`config.mk`:
```
export PLATFORM = sky130hd
export DESIGN_NAME = aux_uart_bridge
export DESIGN_NICKNAME = d
export VERILOG_FILES = /design/src/rtl/aux_uart_bridge.sv
export SDC_FILE = /design/constraint.sdc
export NUM_CORES = 1
export LEC_CHECK = 0
export ABC_AREA = 1
export CORE_AREA = 2 2 314 285
export CTS_CLUSTER_SIZE = 20
export DETAILED_ROUTE_END_ITERATION = 8
export DIE_AREA = 0 0 316 287
export GPL_ROUTABILITY_DRIVEN = 0
export HOLD_SLACK_MARGIN = 0.02
export MAX_ROUTING_LAYER = met4
export PLACE_DENSITY_LB_ADDON = 0.12
export SYNTH_ARGS = -nofsm -noshare
export SYNTH_HDL_FRONTEND = slang
export SYNTH_SLANG_ARGS = --single-unit
```
`constraint.sdc`:
```
create_clock -name clk_i -period 3.25 [get_ports clk_i]
set_input_delay 0.65 -clock clk_i [delete_from_list [all_inputs] [get_ports clk_i]]
set_output_delay 0.65 -clock clk_i [all_outputs]
set_load 0.03 [all_outputs]
```
`src/rtl/aux_uart_bridge.sv`:
```
// aux_uart_bridge: byte-wide aux register window in front of CHANNELS
// UART stream pairs. Each channel has a TX FIFO, an RX FIFO, sticky
// overflow flags and interrupt enables.

// One channel: TX/RX FIFOs, sticky flags and CTRL.
module aux_uart_chan #(
   parameter int FIFO_DEPTH = 16
) (
   input  logic       clk_i,
   input  logic       reset_i,
   input  logic       data_wr_i,
   input  logic       data_rd_i,
   input  logic       status_wr_i,
   input  logic       ctrl_wr_i,
   input  logic [7:0] wdata_i,
   output logic [7:0] tx_tdata_o,
   output logic       tx_tvalid_o,
   input  logic       tx_tready_i,
   input  logic [7:0] rx_tdata_i,
   input  logic       rx_tvalid_i,
   output logic [7:0] rx_head_o,
   output logic [7:0] status_o,
   output logic [7:0] ctrl_o,
   output logic [7:0] rxcnt_o,
   output logic       irq_cond_o
);
   localparam int AW = $clog2(FIFO_DEPTH);
   localparam int CW = AW + 1;
   localparam logic [CW-1:0] FULL = CW'(FIFO_DEPTH);

   logic [7:0]    tx_mem_q [FIFO_DEPTH];
   logic [7:0]    rx_mem_q [FIFO_DEPTH];
   logic [AW-1:0] tx_wptr_q, tx_wptr_d, tx_rptr_q, tx_rptr_d;
   logic [AW-1:0] rx_wptr_q, rx_wptr_d, rx_rptr_q, rx_rptr_d;
   logic [CW-1:0] tx_cnt_q, tx_cnt_d, rx_cnt_q, rx_cnt_d;
   logic          tx_ovf_q, tx_ovf_d, rx_ovf_q, rx_ovf_d;
   logic [1:0]    ctrl_q, ctrl_d;
   logic          tx_empty, tx_full, tx_deq, tx_acc;
   logic          rx_empty, rx_full, rx_pop, rx_acc;

   // FIFO bookkeeping; a full FIFO accepts only when it is drained at the same edge
   always_comb begin
      tx_empty  = (tx_cnt_q == '0);
      tx_full   = (tx_cnt_q == FULL);
      tx_deq    = ~tx_empty & tx_tready_i;
      tx_acc    = data_wr_i & (~tx_full | tx_deq);
      rx_empty  = (rx_cnt_q == '0);
      rx_full   = (rx_cnt_q == FULL);
      rx_pop    = data_rd_i & ~rx_empty;
      rx_acc    = rx_tvalid_i & (~rx_full | rx_pop);
      tx_wptr_d = tx_wptr_q + AW'(tx_acc);
      tx_rptr_d = tx_rptr_q + AW'(tx_deq);
      tx_cnt_d  = tx_cnt_q + CW'(tx_acc) - CW'(tx_deq);
      rx_wptr_d = rx_wptr_q + AW'(rx_acc);
      rx_rptr_d = rx_rptr_q + AW'(rx_pop);
      rx_cnt_d  = rx_cnt_q + CW'(rx_acc) - CW'(rx_pop);
      // a new overflow wins over a write-1-to-clear in the same cycle
      tx_ovf_d  = (data_wr_i & tx_full & ~tx_deq) |
                  (tx_ovf_q & ~(status_wr_i & wdata_i[4]));
      rx_ovf_d  = (rx_tvalid_i & rx_full & ~rx_pop) |
                  (rx_ovf_q & ~(status_wr_i & wdata_i[2]));
      ctrl_d    = ctrl_wr_i ? wdata_i[1:0] : ctrl_q;
   end

   // state registers, synchronous reset
   always_ff @(posedge clk_i) begin
      if (reset_i) begin
         tx_wptr_q <= '0;
         tx_rptr_q <= '0;
         tx_cnt_q  <= '0;
         rx_wptr_q <= '0;
         rx_rptr_q <= '0;
         rx_cnt_q  <= '0;
         tx_ovf_q  <= 1'b0;
         rx_ovf_q  <= 1'b0;
         ctrl_q    <= '0;
      end else begin
         tx_wptr_q <= tx_wptr_d;
         tx_rptr_q <= tx_rptr_d;
         tx_cnt_q  <= tx_cnt_d;
         rx_wptr_q <= rx_wptr_d;
         rx_rptr_q <= rx_rptr_d;
         rx_cnt_q  <= rx_cnt_d;
         tx_ovf_q  <= tx_ovf_d;
         rx_ovf_q  <= rx_ovf_d;
         ctrl_q    <= ctrl_d;
      end
   end

   // FIFO storage; contents are don't-care once the counts are reset
   always_ff @(posedge clk_i) begin
      if (tx_acc) tx_mem_q[tx_wptr_q] <= wdata_i;
      if (rx_acc) rx_mem_q[rx_wptr_q] <= rx_tdata_i;
   end

   assign tx_tdata_o  = tx_mem_q[tx_rptr_q];
   assign tx_tvalid_o = ~tx_empty;
   assign rx_head_o   = rx_empty ? 8'h00 : rx_mem_q[rx_rptr_q];
   assign status_o    = {3'b000, tx_ovf_q, tx_empty, rx_ovf_q, tx_full, ~rx_empty};
   assign ctrl_o      = {6'b0, ctrl_q};
   assign rxcnt_o     = 8'(rx_cnt_q);
   assign irq_cond_o  = (ctrl_q[0] & ~rx_empty) | (ctrl_q[1] & tx_empty);
endmodule

module aux_uart_bridge #(
   parameter int CHANNELS       = 2,
   parameter int FIFO_DEPTH     = 16,
   parameter int BASE_ADDR      = 16'hFF00,
   parameter int AUX_ADDR_WIDTH = 16
) (
   input  logic                      clk_i,
   input  logic                      reset_i,
   input  logic [AUX_ADDR_WIDTH-1:0] aux_adr_i,
   input  logic [7:0]                aux_dat_i,
   output logic [7:0]                aux_dat_o,
   input  logic                      aux_we_i,
   input  logic                      aux_re_i,
   output logic                      irq_o,
   output logic [8*CHANNELS-1:0]     tx_tdata_o,
   output logic [CHANNELS-1:0]       tx_tvalid_o,
   input  logic [CHANNELS-1:0]       tx_tready_i,
   input  logic [8*CHANNELS-1:0]     rx_tdata_i,
   input  logic [CHANNELS-1:0]       rx_tvalid_i,
   output logic [CHANNELS-1:0]       rx_tready_o
);
   localparam logic [AUX_ADDR_WIDTH-1:0] BASE = AUX_ADDR_WIDTH'(BASE_ADDR);

   logic [AUX_ADDR_WIDTH-1:0]  off;
   logic                       wr, rd;
   logic [CHANNELS-1:0]        hit, irq_cond;
   logic [CHANNELS-1:0][7:0]   head, status, ctrl, rxcnt;
   logic                       irq_q, irq_d;

   // both strobes high counts as a write only
   assign off = aux_adr_i - BASE;
   assign wr  = aux_we_i;
   assign rd  = aux_re_i & ~aux_we_i;

   for (genvar n = 0; n < CHANNELS; n++) begin : g_ch
      assign hit[n] = (off[AUX_ADDR_WIDTH-1:2] == (AUX_ADDR_WIDTH-2)'(n));
      aux_uart_chan #(.FIFO_DEPTH(FIFO_DEPTH)) u_chan (
         .clk_i       (clk_i),
         .reset_i     (reset_i),
         .data_wr_i   (wr & hit[n] & (off[1:0] == 2'd0)),
         .data_rd_i   (rd & hit[n] & (off[1:0] == 2'd0)),
         .status_wr_i (wr & hit[n] & (off[1:0] == 2'd1)),
         .ctrl_wr_i   (wr & hit[n] & (off[1:0] == 2'd2)),
         .wdata_i     (aux_dat_i),
         .tx_tdata_o  (tx_tdata_o[8*n +: 8]),
         .tx_tvalid_o (tx_tvalid_o[n]),
         .tx_tready_i (tx_tready_i[n]),
         .rx_tdata_i  (rx_tdata_i[8*n +: 8]),
         .rx_tvalid_i (rx_tvalid_i[n]),
         .rx_head_o   (head[n]),
         .status_o    (status[n]),
         .ctrl_o      (ctrl[n]),
         .rxcnt_o     (rxcnt[n]),
         .irq_cond_o  (irq_cond[n])
      );
   end

   // zero-latency read mux; 0x00 when idle or unmapped
   always_comb begin
      aux_dat_o = 8'h00;
      for (int n = 0; n < CHANNELS; n++) begin
         if (rd && hit[n]) begin
            case (off[1:0])
               2'd0:    aux_dat_o = head[n];
               2'd1:    aux_dat_o = status[n];
               2'd2:    aux_dat_o = ctrl[n];
               default: aux_dat_o = rxcnt[n];
            endcase
         end
      end
      irq_d = |irq_cond;
   end

   // registered interrupt
   always_ff @(posedge clk_i) begin
      if (reset_i) irq_q <= 1'b0;
      else         irq_q <= irq_d;
   end

   assign irq_o       = irq_q;
   assign rx_tready_o = '1;
endmodule
```
==> summary.txt, run 1 <==
met2 usage - 0.221
Yosys top cell by area - edfxtp_1
clock tree buffer depth - 3
top post-synthesis cells by area - edfxtp_1 (63%), dfxtp_1 (5.0%), o21ai_0 (3.9%)
largest family of logic cells by synthesized area - simple AND/OR/NAND/NOR gates
vias in the first global route - 15.6k
I/O Pins - 77
Die H - 287 µm
RSZ-0062 raised after global routing - yes
mux cell area share after synthesis - 0.0263
most frequent cells in the layout - edfxtp_1 (512), nor2_1 (223), nand2_1 (215)
first-pass GRT wire length - 98700 µm
Die X - 316 µm
Final setup viols - 0
H-tree depth - 3
TritonCTS clock tree - done
layout cell share with drive strength beyond 1 - 0.132
Clock Skew - 0.0251 ns
WHS Endpoint - g_ch[1].u_chan.rx_ovf_q$_SDFF_PP0_
worst slew pin tran - 0.894 ns
kind of critical path - reg -> out
Yosys top cell area share - 0.632
FFs w/ async S/R, synth - 0
CORE AREA - 87200 µm²
xor/xnor share of the synthesized area - 0.00504
crit-path max FO - 41
via/cell ratio - 4.52
final hold violation count - 0
input/output buffers - 74
CP arrival - 2.47 ns
commonest non-fill, non-tap cell in the layout - edfxtp_1
Max VDD drop - 0.397 mV
met3 usage - 0.0250
global route hottest layer - met2
status - finished clean
Mapped Cells - 2058
Area Overhead vs Synth - 21.7%
nets - 2331
post-DP HPWL - 42100 µm
final core occ - 0.339
number of CTS-inserted buffers - 66
Worst Path Required - 2.60 ns
YS warnings - 0
ANT nets after route - 0
ratio of final minimum period to clock period - 0.959
fin. max-slew vios - 0
Non-Filler Instances - 3451
Placed Area - 27400 µm²
Fmax - 321 MHz
Placed Instances - 3326
die area - 90700 µm²
Hold WC Path Type - reg -> reg
maximum number of pins on one net before global-route repair - 47
WL per Instance - 18.9 µm
initial drt markers - 931
Reg2Reg Setup Slack - 0.46 ns
initial core utilization - 0.279
synthesized cell area - 24300 µm²
R2R cell count - 16
Overflow after GRT - 0
relative slew slack - 0.404
Hold Path Cell Cnt - 2
#FFs+latches synth - 573
Placement Rows - 103
Synth Area in Simple Gates - 0.115
final instance area - 29600 µm²
hold_sp - g_ch[1].u_chan.rx_ovf_q$_SDFF_PP0_
post-synthesis compound-gate area fraction - 0.0974
Pwr Density - 665 nW/µm²
CTS root buffer - clkbuf_16
DRC viols - 0
Top FF cell, synth - edfxtp_1
post-synth cell types - 39
final WL - 65200 µm
sum of negative setup slack - 0 ns
CTS clk-pin slew, worst paths - 0.06 ns
min cycle time layout - 3.12 ns
Leak - 10.6 nW
Sink Count - 573
Post-synth EDFFs - 512
global-route track usage on met1 - 0.212
synthesized-area fraction occupied by adder cells - 0.0218
Syn Area/Cell - 11.8 µm²
capturing point of the worst reg2reg path - g_ch[1].u_chan.rx_cnt_q[4]$_SDFF_PP0_
Worst R2R Start - g_ch[1].u_chan.rx_cnt_q[3]$_SDFF_PP0_
total power - 19.7 mW
Post-CTS Hold Buffers - 0
number of max-cap violations - 0
Seq/Total Area, Yosys - 0.682
worst skew pair latency - 0.61 ns
Worst Setup End Kind - primary output
Via Count - 15.6k
Critical Path Source Type - flip-flop
initial antenna violation count - 2
total global-route track usage - 0.150
First-pass DRT Iterations - 5
==> state kept, by name (all words and copies together) (netlist names), 4 cells and up <==
register,count
g_ch.u_chan.ctrl_q,4
g_ch.u_chan.tx_mem_q,256
g_ch.u_chan.rx_rptr_q,8
g_ch.u_chan.rx_wptr_q,8
g_ch.u_chan.tx_cnt_q,10
g_ch.u_chan.rx_mem_q,256
g_ch.u_chan.rx_cnt_q,10
g_ch.u_chan.tx_rptr_q,8
g_ch.u_chan.tx_wptr_q,8
==> synthesized netlist by cell type (all sizes together), types with 43 or more instances <==
cell type / count
edfxtp: 512
nor2: 230
nand2: 220
inv: 213
o21ai: 197
nand3: 127
a21oi: 95
o211ai: 92
mux2i: 64
clkbuf: 63
dfxtp: 61
buf: 43
==> metrics by stage <==
stage	hold slack, ns	setup slack [ns]
6_report	0.492	0.133
5_1_grt	0.515	-0.0555
4_1_cts	0.494	0.00152
3_5_place_dp	0.484	-0.0423
3_3_place_gp	0.478	-0.0526
2_1_floorplan	0.444	0.414
==> what timing repair did <==
item                       4_1_cts  5_1_grt
cloned                           0        1
buffers inserted                 1        2
setup endpoints to repair        5       11
gates resized for setup          0       10
==> final cells by class <==
cell class	instances	area, µm²
Inverter	217	825
Sequential cell	573	16600
Antenna cell	1	2.50
Multi-Input combinational cell	1163	6460
Clock inverter	27	259
Clock buffer	93	1860
Fill cell	8671	57600
Timing Repair Buffer	222	2150
Tap cell	1155	1450
==> worst max-delay path by stage <==
stage                                                start                                     to  slack [ns]
floorplan                                     aux_adr_i[4]  g_ch[1].u_chan.rx_cnt_q[4]$_SDFF_PP0_        0.41
global placement                              aux_adr_i[9]  g_ch[1].u_chan.rx_cnt_q[4]$_SDFF_PP0_       -0.05
detailed placement                            aux_adr_i[8]  g_ch[0].u_chan.tx_cnt_q[4]$_SDFF_PP0_       -0.04
CTS                 g_ch[0].u_chan.tx_rptr_q[0]$_SDFF_PP0_                          tx_tdata_o[6]       0.002
global route        g_ch[0].u_chan.rx_rptr_q[0]$_SDFF_PP0_                           aux_dat_o[1]       -0.06
finish              g_ch[0].u_chan.rx_rptr_q[0]$_SDFF_PP0_                           aux_dat_o[0]        0.13
==> cell families after synthesis <==
| family | count (synthesis) |
|---|---|
| buf+inv | 323 |
| other cells | 1 |
| fa+ha+maj | 40 |
| simple gates | 626 |
| mux | 64 |
| compound gates | 417 |
| xor+xnor | 14 |
| flops | 573 |
==> report_power, final <==
part / switching, mW / total, mW / internal [mW]
clock network: 2.97 / 7.35 / 4.38
logic: 2.31 / 3.86 / 1.55
registers: 0.210 / 8.48 / 8.27
total: 5.49 / 19.7 / 14.2
==> metal layers <==
layer / part of all wire / up-vias / wire length (µm)
met2: 0.44 / 265 / 28800
met4: 0.020 / 0 / 1320
met5: 0 / - / 0
li1: - / 7666 / -
met1: 0.50 / 7583 / 32600
met3: 0.038 / 84 / 2500
==> worst max-delay path, cell delays in order, from the launching register on <==
cell and delay, ns:
dfxtp_2 0.34, inv_4 0.15, buf_12 0.23, nand2_1 0.07
nand2_1 0.06, nand2_1 0.05, nand3_1 0.13, nand3_1 0.19
nand3_1 0.13, nand2_1 0.05, nand2_1 0.05, nand2_1 0.05
nand2_1 0.17, buf_12 0.15
(Power assumes the default switching activity.)
==> run 2, diff against run 1 <==
--- a/config.mk
+++ b/config.mk
@@ -7,7 +7,8 @@
 export LEC_CHECK = 0
 export ABC_AREA = 1
 export CORE_AREA = 2 2 314 285
-export CTS_CLUSTER_SIZE = 20
+export CTS_BUF_LIST = sky130_fd_sc_hd__clkbuf_16
+export CTS_CLUSTER_SIZE = 14
 export DETAILED_ROUTE_END_ITERATION = 8
 export DIE_AREA = 0 0 316 287
 export GPL_ROUTABILITY_DRIVEN = 0
==> run 2 against run 1 <==
Non-clock buffer count stayed put. Utilization hardly changed. Highest routed layer unchanged. Largest cell class unchanged. Critical path type unchanged. Die area stayed put. Combinational power hardly changed. Sequential share of layout area is 0.076 points higher. Cell area is 0.14% lower. Critical endpoint is now aux_dat_o[3]. Flip-flop and latch count stayed put. Register-to-register slack better by 0.02 ns. Final cell count stayed put.
==> summary.txt, run 2 (synthesized netlist as in run 1, its figures left out) <==
status - finished clean (unchanged)
final hold violation count - 0 (unchanged)
die area - 90700 µm² (unchanged)
TritonCTS clock tree - done (unchanged)
post-DP HPWL - 42100 µm (unchanged)
WL per Instance - 18.9 µm (about the same)
Max VDD drop - 0.397 mV (about the same)
via/cell ratio - 4.54 (was 4.52)
Clock Skew - 0.0251 ns (about the same)
input/output buffers - 74 (unchanged)
Via Count - 15.7k (was 15.6k)
worst slew pin tran - 0.909 ns (was 0.894 ns)
Setup crit start - g_ch[0].u_chan.rx_rptr_q[0]$_SDFF_PP0_ (unchanged)
CP arrival - 2.45 ns (was 2.47 ns)
Switching Share - 0.281 (was 0.279)
Fin Hold WS - 0.488 ns (was 0.492 ns)
P_sw - 5.48 mW (was 5.49 mW)
Pint - 14.0 mW (was 14.2 mW)
Placement Rows - 103 (unchanged)
Die X - 316 µm (unchanged)
H-tree depth - 3 (unchanged)
layout cell share with drive strength beyond 1 - 0.130 (was 0.132)
clock share of power - 0.368 (was 0.373)
RSZ-0062 raised after global routing - yes (unchanged)
total power - 19.5 mW (was 19.7 mW)
First-pass DRT Iterations - 5 (unchanged)
DRC viols - 0 (unchanged)
initial drt markers - 893 (was 931)
# fillers - 8674 (was 8671)
Pwr Density - 660 nW/µm² (was 665 nW/µm²)
I/O Pins - 77 (unchanged)
most frequent cells in the layout - edfxtp_1 (512), inv_1 (227), nor2_1 (223) (was edfxtp_1 (512), nor2_1 (223), nand2_1 (215))
total global-route track usage - 0.150 (about the same)
Fmax - 323 MHz (was 321 MHz)
Die H - 287 µm (unchanged)
hold_sp - g_ch[1].u_chan.rx_ovf_q$_SDFF_PP0_ (unchanged)
vias in the first global route - 15.6k (about the same)
commonest non-fill, non-tap cell in the layout - edfxtp_1 (unchanged)
Leak - 10.6 nW (about the same)
fin. max-slew vios - 0 (unchanged)
maximum number of pins on one net before global-route repair - 47 (unchanged)
number of CTS-inserted buffers - 66 (unchanged)
ratio of final minimum period to clock period - 0.953 (was 0.959)
Worst Setup End Kind - primary output (unchanged)
CTS root buffer - clkbuf_16 (unchanged)
Hold WC Path Type - reg -> reg (unchanged)
nets - 2331 (unchanged)
Area Overhead vs Synth - 21.5% (was 21.7%)
Worst Path Required - 2.60 ns (about the same)
Final setup viols - 0 (unchanged)
CTS clk-pin slew, worst paths - 0.06 ns (about the same)
worst skew pair latency - 0.61 ns (about the same)
first-pass GRT wire length - 98700 µm (about the same)
sequential share of power - 0.434 (was 0.431)
initial core utilization - 0.279 (unchanged)
ANT nets after route - 0 (unchanged)
worst setup margin - 0.154 ns (was 0.133 ns)
Post-CTS Hold Buffers - 0 (unchanged)
Worst R2R Start - g_ch[1].u_chan.rx_cnt_q[3]$_SDFF_PP0_ (unchanged)
relative slew slack - 0.394 (was 0.404)
Placement Setup Slack - -0.0423 ns (unchanged)
clock tree buffer depth - 3 (unchanged)
initial antenna violation count - 2 (unchanged)
kind of critical path - reg -> out (unchanged)
Sink Count - 573 (unchanged)
final WL - 65200 µm (about the same)
Largest regs - g_ch.u_chan.rx_mem_q: 256 flops, g_ch.u_chan.tx_mem_q: 256 flops (unchanged)
crit-path max FO - 46 (was 41)
CORE AREA - 87200 µm² (unchanged)
Comb power frac - 0.198 (was 0.196)
final core occ - 0.339 (about the same)
number of max-cap violations - 0 (unchanged)
Critical Path Source Type - flip-flop (unchanged)
Overflow after GRT - 0 (unchanged)
min cycle time layout - 3.10 ns (was 3.12 ns)
[run 2: cell count changes in the layout (fill, tap and decap cells not counted)]
cell | before | now
clkbuf_1 | 20 | 0
inv_1 | 207 | 227
clkbuf_8 | 5 | 1
clkinv_1 | 14 | 18
[run 2: layer usage]
layer  routed length (µm)  track usage
met2                28800        0.222
met1                32300        0.212
met5                    0            -
met3                 2740       0.0250
met4                 1340       0.0398
[run 2: path summary, 6_finish.rpt]
check	to	slack, ns	cells after the start
hold / removal	g_ch[1].u_chan.rx_ovf_q$_SDFF_PP0_	0.49	2
hold reg to reg	g_ch[1].u_chan.rx_ovf_q$_SDFF_PP0_	0.49	2
setup / recovery	aux_dat_o[3]	0.15	12
setup reg to reg	g_ch[1].u_chan.rx_cnt_q[4]$_SDFF_PP0_	0.48	16
[run 2: area by class of cell]
class | instances | area, µm² | area share
well taps | 1155 | 1450 | 0.0489
multi-input cells | 1163 | 6460 | 0.218
repair buffers | 222 | 2150 | 0.0728
diodes | 1 | 2.50 | 0.0000846
clock buffers | 69 | 1730 | 0.0584
inverters | 217 | 825 | 0.0279
flip-flops and latches | 573 | 16600 | 0.562
clock inverters | 51 | 349 | 0.0118
[run 2: repair_timing]
item,CTS,global route
resized for setup,0,10
setup endpoints to repair,5,11
buffers inserted,1,2
gates cloned,0,1
[run 2: worst max-delay path, cell delays in order, from the launching register on]
cell,delay [ns]
dfxtp_2,0.37
clkbuf_8,0.33
nor2_1,0.09
nor2_1,0.08
o21ai_0,0.08
nand3_1,0.08
nand3_1,0.13
nand2_1,0.14
nand2_1,0.07
nand2_1,0.06
nand2_1,0.05
nand2_1,0.17
buf_12,0.15
[run 2: power groups by stage]
stage	clock, mW	sequential (mW)	combinational [mW]
floorplan	0	8.50	2.38
global placement	0	8.70	3.73
detailed placement	0	8.71	3.77
CTS	7.43	8.52	3.85
global route	7.69	8.51	4.33
finish	7.19	8.47	3.86
[run 2: through the flow]
stage	std cells	TNS, ns	cell area, µm²
5_1_grt	3451	-0.0934	29600
3_3_place_gp	3326	-0.0526	27400
6_report	3451	0	29600
3_5_place_dp	3326	-0.0797	27400
2_1_floorplan	2059	0	24300
4_1_cts	3447	0	29500
